<file path="src/rtl/alu_cmd_scheduler.sv">
// alu_cmd_scheduler: round-robin front end for one shared combinational ALU.
// Two requesters compete for the ALU. The granted command's operands are
// registered onto the ALU inputs, the ALU result is captured one cycle later,
// and the result is returned with the requester id over a valid/ready channel.
// Divide/modulus by zero and illegal opcodes are flagged. In those cases the
// ALU result is discarded.
// Build option: define ALU_SCHED_STATS_EN to add saturating counters:
// op_count (response handshakes) and err_count (error responses).
module alu_cmd_scheduler #(
   parameter int unsigned      DATA_W   = 4,
   parameter int unsigned      RES_W    = 8,
   parameter logic [RES_W-1:0] DIV0_VAL = 8'hFF
) (
   input  logic              clk,
   input  logic              rst,
   input  logic              req0_valid,
   output logic              req0_ready,
   input  logic [DATA_W-1:0] req0_a,
   input  logic [DATA_W-1:0] req0_b,
   input  logic [2:0]        req0_op,
   input  logic              req1_valid,
   output logic              req1_ready,
   input  logic [DATA_W-1:0] req1_a,
   input  logic [DATA_W-1:0] req1_b,
   input  logic [2:0]        req1_op,
   output logic [DATA_W-1:0] alu_a,
   output logic [DATA_W-1:0] alu_b,
   output logic [2:0]        alu_sel,
   input  logic [RES_W-1:0]  alu_out,
   input  logic              alu_carry,
   output logic              resp_valid,
   input  logic              resp_ready,
   output logic [RES_W-1:0]  resp_result,
   output logic              resp_carry,
   output logic              resp_id,
   output logic              resp_err
`ifdef ALU_SCHED_STATS_EN
   ,
   output logic [15:0]       op_count,
   output logic [7:0]        err_count
`endif
);

   localparam logic [2:0] OP_DIV = 3'b011;
   localparam logic [2:0] OP_MOD = 3'b100;

   typedef enum logic [1:0] {ST_IDLE, ST_EXEC, ST_RESP} state_e;

   state_e              state_q;
   logic                rr_last_q;
   logic                id_q;
   logic [DATA_W-1:0]   alu_a_q;
   logic [DATA_W-1:0]   alu_b_q;
   logic [2:0]          alu_sel_q;
   logic                resp_valid_q;
   logic [RES_W-1:0]    resp_result_q;
   logic                resp_carry_q;
   logic                resp_id_q;
   logic                resp_err_q;

   logic                grant0;
   logic                grant1;
   logic [RES_W-1:0]    result_d;
   logic                carry_d;
   logic                err_d;

   // Round-robin grant. A grant is offered only in IDLE. On contention, the
   // requester that was not granted last wins.
   assign grant0 = (state_q == ST_IDLE) && req0_valid && (!req1_valid || rr_last_q);
   assign grant1 = (state_q == ST_IDLE) && req1_valid && (!req0_valid || !rr_last_q);

   assign req0_ready  = grant0;
   assign req1_ready  = grant1;
   assign alu_a       = alu_a_q;
   assign alu_b       = alu_b_q;
   assign alu_sel     = alu_sel_q;
   assign resp_valid  = resp_valid_q;
   assign resp_result = resp_result_q;
   assign resp_carry  = resp_carry_q;
   assign resp_id     = resp_id_q;
   assign resp_err    = resp_err_q;

   // Qualify the settled ALU output. It is trusted only for legal ops that
   // do not fault.
   // NOTE: every variable gets a default first, so no latch can be inferred.
   always_comb begin
      result_d = alu_out;
      carry_d  = alu_carry;
      err_d    = 1'b0;
      if (alu_sel_q > OP_MOD) begin
         result_d = '0;
         carry_d  = 1'b0;
         err_d    = 1'b1;
      end else if ((alu_sel_q == OP_DIV || alu_sel_q == OP_MOD) && alu_b_q == '0) begin
         result_d = DIV0_VAL;
         carry_d  = 1'b0;
         err_d    = 1'b1;
      end
   end

   // Command FSM: IDLE grants a command, EXEC lets the ALU settle and
   // captures the result, RESP holds the response until it is accepted.
   // NOTE: reset is sampled on the clock edge, and all state uses
   // non-blocking assignments so every register updates from pre-edge values.
   always_ff @(posedge clk) begin
      if (rst) begin
         state_q       <= ST_IDLE;
         rr_last_q     <= 1'b1;
         id_q          <= 1'b0;
         alu_a_q       <= '0;
         alu_b_q       <= '0;
         alu_sel_q     <= '0;
         resp_valid_q  <= 1'b0;
         resp_result_q <= '0;
         resp_carry_q  <= 1'b0;
         resp_id_q     <= 1'b0;
         resp_err_q    <= 1'b0;
      end else begin
         case (state_q)
            ST_IDLE: begin
               if (grant0 || grant1) begin
                  alu_a_q   <= grant1 ? req1_a  : req0_a;
                  alu_b_q   <= grant1 ? req1_b  : req0_b;
                  alu_sel_q <= grant1 ? req1_op : req0_op;
                  id_q      <= grant1;
                  rr_last_q <= grant1;
                  state_q   <= ST_EXEC;
               end
            end
            ST_EXEC: begin
               resp_result_q <= result_d;
               resp_carry_q  <= carry_d;
               resp_err_q    <= err_d;
               resp_id_q     <= id_q;
               resp_valid_q  <= 1'b1;
               state_q       <= ST_RESP;
            end
            ST_RESP: begin
               if (resp_ready) begin
                  resp_valid_q <= 1'b0;
                  state_q      <= ST_IDLE;
               end
            end
            default: state_q <= ST_IDLE;
         endcase
      end
   end

`ifdef ALU_SCHED_STATS_EN
   logic [15:0] op_count_q;
   logic [7:0]  err_count_q;
   logic        handshake;

   assign handshake = (state_q == ST_RESP) && resp_ready;
   assign op_count  = op_count_q;
   assign err_count = err_count_q;

   // Saturating counters: all response handshakes, and those that report an error.
   always_ff @(posedge clk) begin
      if (rst) begin
         op_count_q  <= '0;
         err_count_q <= '0;
      end else if (handshake) begin
         if (op_count_q != '1) op_count_q <= op_count_q + 16'd1;
         if (resp_err_q && err_count_q != '1) err_count_q <= err_count_q + 8'd1;
      end
   end
`endif

endmodule

</file>
<file path="config.mk">
export PLATFORM = sky130hd
export DESIGN_NAME = alu_cmd_scheduler
export DESIGN_NICKNAME = d
export VERILOG_FILES = /design/src/rtl/alu_cmd_scheduler.sv
export SDC_FILE = /design/constraint.sdc
export NUM_CORES = 1
export LEC_CHECK = 0
export CAP_MARGIN = 20
export CORE_MARGIN = 5
export CORE_UTILIZATION = 35
export CTS_BUF_LIST = sky130_fd_sc_hd__clkbuf_4 sky130_fd_sc_hd__clkbuf_8
export CTS_CLUSTER_SIZE = 8
export DETAILED_ROUTE_END_ITERATION = 16
export GPL_ROUTABILITY_DRIVEN = 0
export MAX_ROUTING_LAYER = met4
export PLACE_DENSITY = 0.77
export REMOVE_ABC_BUFFERS = 1
export SYNTH_ARGS = -nofsm -noshare
export SYNTH_HDL_FRONTEND = slang
export SYNTH_SLANG_ARGS = --single-unit
export TNS_END_PERCENT = 1
</file>
<file path="constraint.sdc">
create_clock -name clk -period 2 [get_ports clk]
set_input_delay 0.6 -clock clk [delete_from_list [all_inputs] [get_ports clk]]
set_output_delay 0.6 -clock clk [all_outputs]
set_load 0.03 [all_outputs]
</file>
* After elaboration in Yosys (flattened, before gate mapping) *
Index checks and enable logic that the tools add are counted.

word-level totals
  logic and storage cells = 50
  flip-flop bits (word level) = 27
  bits of input ports = 36

cells by class
  multiplexer cells = 14
  equality and inequality tests = 6
  reduce and logical (&&, ||, !) cells = 18
  order comparisons = 1

operator list
  kind                  count
  $mux W8               2
  $mux W4               2
  $pmux W2 S3           1
  $reduce_and A2 Y1     3
  $logic_and A1 B1 Y1   5
  $mux W1               5
  $logic_not A4 Y1      1
  $logic_or A1 B1 Y1    4
  $mux W2               2
  $eq A3 B2 Y1 const B  1
  $eq A3 B3 Y1 const B  1
  $gt A3 B3 Y1 const B  1
  $logic_not A1 Y1      3
  $mux W3               1
  $eq A2 B1 Y1 const B  1
  $eq A2 B2 Y1 const B  1
  $logic_not A2 Y1      1
  $ne A2 B1 Y1 const B  1
  $ne A2 B2 Y1 const B  1
  $pmux W1 S2           1
  $reduce_bool A2 Y1    1

* Depth between registers and ports, before layout *
  depth in word-level cells = 6
  depth in mapped cells = 4
  mapped depth without buffers = 3

* Least setup slack after synthesis *
Ideal clock, no wire load.

  path type = input -> output
  start point = input port req1_valid
  end point = output port req1_ready
  stages on the path = 3
  data arrival time = 1.543 ns
  path slack = -0.143 ns
  cells stage by stage = or3b_4 -> buf_6 -> nor2_1

between the ends
  cells in the longest elaborated chain, start to end = 2

ends and longest elaborated chain
  item                               line  source
  from (decl)                        21    input logic req1_valid,
  $logic_and A1 B1 Y1 (2 in series)  70    assign grant1 = (state_q == ST_IDLE) && req1_valid && (!req0_valid || !rr_last_q);
  to (decl)                          22    output logic req1_ready,

Every way passes these cells.

* Worst setup path after layout *
  start point = register state_q[1]
  end point = output port req1_ready

between the ends
  cells in the longest elaborated chain, start to end = 3

ends and longest elaborated chain
  item                               line  source
  from (decl)                        49    state_e state_q;
  from (signal assigned)             107   state_q <= ST_IDLE;
  from (signal assigned)             127   state_q <= ST_EXEC;
  from (signal assigned)             136   state_q <= ST_RESP;
  $logic_not A2 Y1                   70
  $logic_and A1 B1 Y1 (2 in series)  70

Every way passes these cells.

==> results.json <==
{
  "track_usage_pct": 14.9,
  "tritoncts": "yes",
  "fin_hold_ws_ns": 0.477,
  "ys_seq_area_share_pct": 43.5,
  "post-route-period-util_pct": 98.9,
  "synth_common_cells": "dfxtp_1 (27), a21oi_1 (21), a311oi_1 (11), nand3b_1 (11)",
  "die_width_um": 69.6,
  "cp_num_buf_inv": 1,
  "grt_pass1_vias": 1256,
  "nFillCells": 304,
  "syn_area_mm2": 0.00124,
  "core_area_mm2": 0.00339,
  "setup_viol": 0,
  "drc_errors": 0,
  "synth_edf_count": 0,
  "path_clk_slew_ns": 0.15,
  "drt_iter0_markers": 84,
  "ant_nets": 0,
  "grt_pass1_wl_um": 5930,
  "grt_overflow": 0,
  "p_leak_nw": 0.921,
  "clk_latency_ns": 0.32,
  "min_path_cells": 1,
  "ir_drop_uv": 384,
  "ys_async_sr_fraction_pct": 0,
  "grt_max_degree": 24,
  "layout-drive-gt1-share_pct": 16.6,
  "crit_fanout": 7,
  "worstSetupEndpoint": "req1_ready",
  "rsz0062_at_grt": "yes",
  "rows": 21,
  "fin_nets": 236,
  "max_freq_ghz": 0.506,
  "clockBufferDepth": 2,
  "crit_required_ns": 1.40,
  "r2r-start": "state_q[0]",
  "reg2reg_slack_ns": 0.55,
  "fin_skew_ns": 0.0114,
  "cpPeakStageDelay_ns": 0.42,
  "crit_start": "state_q[1]",
  "dpl.hpwl_um": 2780,
  "synthFlopType": "dfxtp_1",
  "slew_headroom_pct": 64.3,
  "netlist.area_leader.share_pct": 43.5,
  "start_util_pct": 36.7,
  "tightest_slew_ns": 0.531,
  "crit_type": "reg -> out",
  "synth.avg_cell_area_um2": 9.28,
  "cp_cell_sequence": "or3b_4, nor2_4, buf_6",
  "io_pins": 61,
  "clkSinkCount": 27,
  "wl_per_cell_um": 14.9,
  "critPathArrivalTime_ns": 1.38,
  "tns_ns": 0,
  "finalHoldViolCount": 0,
  "ys_ff_latch": 27,
  "slew_viol_final": 0,
  "critical_path.top_delay_family": "simple AND/OR/NAND/NOR gates",
  "fin_crit_ns": 1.98,
  "drt-vias-per-instance": 5.17,
  "drv_cap": 0,
  "synthCells": 134,
  "firstDrtPassIters": 4,
  "yosysWarnings": 0,
  "status": "finished, final reports clean",
  "die_area_mm2": 0.00485,
  "numCtsBuffers": 3,
  "synth_top_area_cell": "dfxtp_1",
  "timing.rr.end": "resp_result[5]",
  "yosysMostFrequentCell": "dfxtp_1",
  "diodes": 0,
  "worstHoldPathType": "reg -> reg",
  "powerDensity_mw_per_mm2": 698,
  "totalWireLength_um": 3660,
  "synth.area.top_cells": "dfxtp_1 (43%), a21oi_1 (8.5%), a311oi_1 (7.7%)",
  "clockRootBuffer": "clkbuf_4",
  "syn_to_final_growth_pct": 60.3,
  "antenna_found_initial": 0,
  "endpoint_kind": "output port",
  "fin_util_pct": 58.8,
  "slowest_stage": "or3b_4",
  "htree_levels": 1,
  "port_buffers": 60,
  "holdBufCountCts": 0,
  "rr_worst_depth": 4,
  "cp.depth": 3,
  "start_kind": "flip-flop",
  "synth_cell_type_count": 31,
  "die_y_um": 69.6,
  "vias": 1266
}
[flip-flops by register name (all words and copies together), names as in the netlist]
name,flops
resp_carry,1
resp_err,1
resp_id,1
alu_a,4
resp_result,8
alu_sel,3
state_q,2
resp_valid,1
rr_last_q,1
id_q,1
alu_b,4
[through the flow]
| stage | setup WS, ns | cell area, um^2 | std cells | total power, mW |
|---|---|---|---|---|
| 2_1_floorplan | -0.0661 | 1190 | 123 | 0.929 |
| 3_3_place_gp | -0.432 | 1910 | 238 | 1.17 |
| 3_5_place_dp | -0.456 | 1910 | 238 | 1.18 |
| 4_1_cts | 0.00529 | 1940 | 242 | 1.40 |
| 5_1_grt | -0.0365 | 1990 | 245 | 1.47 |
| 6_report | 0.0220 | 1990 | 245 | 1.39 |
[what timing repair did]
item                                    in CTS  in global routing
setup buffers                                0                  3
gates resized for setup                     24                 13
pin swaps                                    1                  1
endpoints found under the setup margin      10                 13
endpoints found under the hold margin        0                  0
[worst min path at each step]
stage          slack, ns        endpoint      startpoint
5_1_grt             0.49  resp_result[0]  resp_result[0]
2_1_floorplan       0.46            id_q            id_q
6_report            0.48  resp_result[7]  resp_result[7]
4_1_cts             0.48  resp_result[2]  resp_result[2]
3_3_place_gp        0.45  resp_result[7]  resp_result[7]
3_5_place_dp        0.45  resp_result[2]  resp_result[2]
[report_power, final]
group          internal [mW]  switching [mW]  total [mW]
sequential             0.594          0.0453       0.640
combinational          0.241           0.282       0.523
clock                 0.0747           0.154       0.229
total                  0.910           0.481        1.39
[cells in the final DEF (no fill, tap or decap), drive strengths merged]
master	netlist	layout
clkdlybuf4s50	0	37
dfxtp	27	27
a21oi	21	21
buf	7	16
o21ai	13	13
nand3b	12	12
a311oi	11	11
dlymetal6s2s	0	11
nor2	10	10
o2bb2ai	8	8
dlygate4sd2	0	8
nor2b	3	3
clkbuf	4	3
and2	3	3
or3b	2	2
inv	2	2
a211oi	2	2
or2	1	1
nor3b	1	1
nor4	1	1
a21o	1	1
nand2	1	1
a32o	1	1
mux2i	1	1
a211o	1	1
a2bb2oi	1	1
clkinv	0	1
[final cells by class]
type                    instances  area (um^2)  share of cell area (%)
repair buffers                 72          701                    35.2
multi-input cells              94          652                    32.7
flip-flops and latches         27          548                    27.5
well taps                      46         57.6                    2.89
clock buffers                   3         22.5                    1.13
inverters                       2         7.51                   0.377
clock inverters                 1         5.00                   0.251
[metal layers]
layer / wire (um) / track usage, %
met5: 0 / -
met3: 226 / 3.91
met2: 1760 / 24.6
met1: 1670 / 18.6
met4: 0 / 2.34
[cells by family (layout without fill, tap and decap cells)]
| family | count (synthesis) | after routing | synth area share [%] |
|---|---|---|---|
| simple gates | 34 | 34 | 19.4 |
| compound gates | 59 | 59 | 31.1 |
| buf+inv | 13 | 78 | 5.23 |
| flops | 27 | 27 | 43.5 |
| mux | 1 | 1 | 0.805 |
(Power assumes the default switching activity.)
==> RTL edit, RTL diff (same flow settings) <==
Encoding of `state_e`: now one-hot (3 bits for 3 states).
--- a/src/rtl/alu_cmd_scheduler.sv
+++ b/src/rtl/alu_cmd_scheduler.sv
@@ -45,5 +45,5 @@
    localparam logic [2:0] OP_MOD = 3'b100;
 
-   typedef enum logic [1:0] {ST_IDLE, ST_EXEC, ST_RESP} state_e;
+   typedef enum logic [2:0] {ST_IDLE = 3'b001, ST_EXEC = 3'b010, ST_RESP = 3'b100} state_e;
 
    state_e              state_q;
Behaviour: same outputs for any inputs over 10 cycles, from zero or initial values and one cycle with rst high; not proved beyond that.
==> RTL edit against the unedited design <==
Clock power increased by 21%; largest power group unchanged; wire length decreased by 8.2%; critical path type is now in -> out; highest routed layer is now met4; first-iteration DRC count decreased by 63%; synthesized area decreased by 9.2%; sequential share of layout area increased by 2.6 points; global-route usage increased by 2.0 points; power decreased by 1.1%; non-clock buffer count decreased by 6; die area decreased by 7.9%; worst setup slack improved by 18 ps; count of clock-buffer cells in the layout increased by 1; largest cell class unchanged; final area decreased by 5.6%; sequential cell count increased by 1.
==> RTL edit: results (changes against the unedited design) <==
metric	value	unit	change
status	finished clean		unchanged
post-synthesis mux area share	0.886	%	was 0.805%
gr usage total	16.8	%	was 14.9%
CTS Buffer Depth	2		unchanged
largest net degree at the start of global routing	16		was 24
distinct cell type count after synthesis	26		was 31
Final HPWL DP	2620	um	was 2780 um
detailed router's first-iteration violation count	31		was 84
vias in the first global route	1278		was 1,256
worst slew pin tran	523	ps	was 531 ps
Synth area leaders	dfxtp_1, o21ai_0, o22ai_1		was dfxtp_1, a21oi_1, a311oi_1
post-synthesis compound-gate area fraction	26.5	%	was 31.1%
Post-synth top cells	dfxtp_1, o21ai_0, nor2_1		was dfxtp_1, a21oi_1, a311oi_1, nand3b_1
sequential fraction of the synthesis area	49.6	%	was 43.5%
NetSw	0.454	mW	was 0.481 mW
peak supply drop	0.372	mV	was 0.384 mV
crit path DAT	1360	ps	was 1380 ps
first-pass GRT wire length	5690	um	was 5930 um
clk_lat worst skew	330	ps	
total wire length	3360	um	was 3660 um
placed cells	238		unchanged
vias per cell	5.02		was 5.17
clock-pin slew on the worst setup and hold paths	140	ps	
ANT cells	0		unchanged
Synth Instances	133		was 134
Final Skew	8.92	ps	was 11.4 ps
Leak	0.941	nW	was 0.921 nW
share of cells above drive strength 1	11.6	%	was 16.6%
vias after detailed routing	1214		was 1,266
number of flip-flops under the largest register name	8		unchanged
CP max FO	2		was 7
drt first pass iters	4		unchanged
port buffer count	60		unchanged
## RTL edit: changes by cell type after synthesis, moves of 8 or more
cell	before	now
a311oi_1	11	0
nand2_1	0	14
nand3b_1	11	0
o21ai_0	6	22
o22ai_1	0	12
o2bb2ai_1	8	0
## RTL edit: power groups by stage
stage	combinational (mW)	sequential, mW	clock, mW
final	0.444	0.653	0.278
after global routing	0.477	0.664	0.308
after CTS	0.449	0.653	0.282
after detailed placement	0.459	0.664	0
after global placement	0.448	0.661	0
after floorplan	0.162	0.738	0
## RTL edit: cell families after synthesis
group / count (synthesis)
flip-flops: 28
AND/OR/NAND/NOR: 44
multiplexers: 1
buffers and inverters: 7
AO/OA/AOI/OAI: 53
## RTL edit: worst paths after layout
path / start / endpoint / slack (ps) / depth (start not counted)
hold reg to reg: resp_result[2] / resp_result[2] / 470 / 2
setup reg to reg: state_q[2] / alu_sel[1] / 430 / 4
hold / removal: resp_result[2] / resp_result[2] / 470 / 2
setup / recovery: req1_valid / req0_ready / 40 / 5
## RTL edit: per-layer routing
metal / vias up / global-route usage, % / share of wire [%]
met5: - / - / 0
li1: 606 / - / -
met2: 56 / 29.5 / 48
met4: 0 / 5.84 / 0.86
met1: 548 / 18.5 / 42
met3: 4 / 4.22 / 9.1
## RTL edit: final cells by class
class | count | area, sq um
fillers | 287 | 1200
flip-flops and latches | 28 | 566
repair buffers | 66 | 658
well taps | 44 | 55.1
multi-input cells | 98 | 559
inverters | 2 | 7.51
clock buffers | 4 | 36.3
## RTL edit: metrics by stage
step | setup WS [ps] | utilization, % | hold slack (ps) | instance area, sq um | power (mW)
2_1_floorplan | -57.5 | - | 455 | 1110 | 0.900
4_1_cts | 6.20 | 60.0 | 475 | 1850 | 1.39
6_report | 40.4 | 61.1 | 469 | 1880 | 1.38
5_1_grt | -7.78 | 61.1 | 494 | 1880 | 1.45
3_3_place_gp | -149 | 58.7 | 435 | 1810 | 1.11
3_5_place_dp | -191 | 58.7 | 444 | 1810 | 1.12
## RTL edit: repair_timing
item | CTS | global route
endpoints found under the hold margin | 0 | 0
setup buffers | 0 | 0
resized for setup | 14 | 15
setup endpoints to repair | 10 | 14
## RTL edit: critical path, cell delays in order
cell and delay [ps]:
dlygate4sd2_1 250, nor2b_4 130, nand2b_4 140, nor2_1 80, buf_4 160
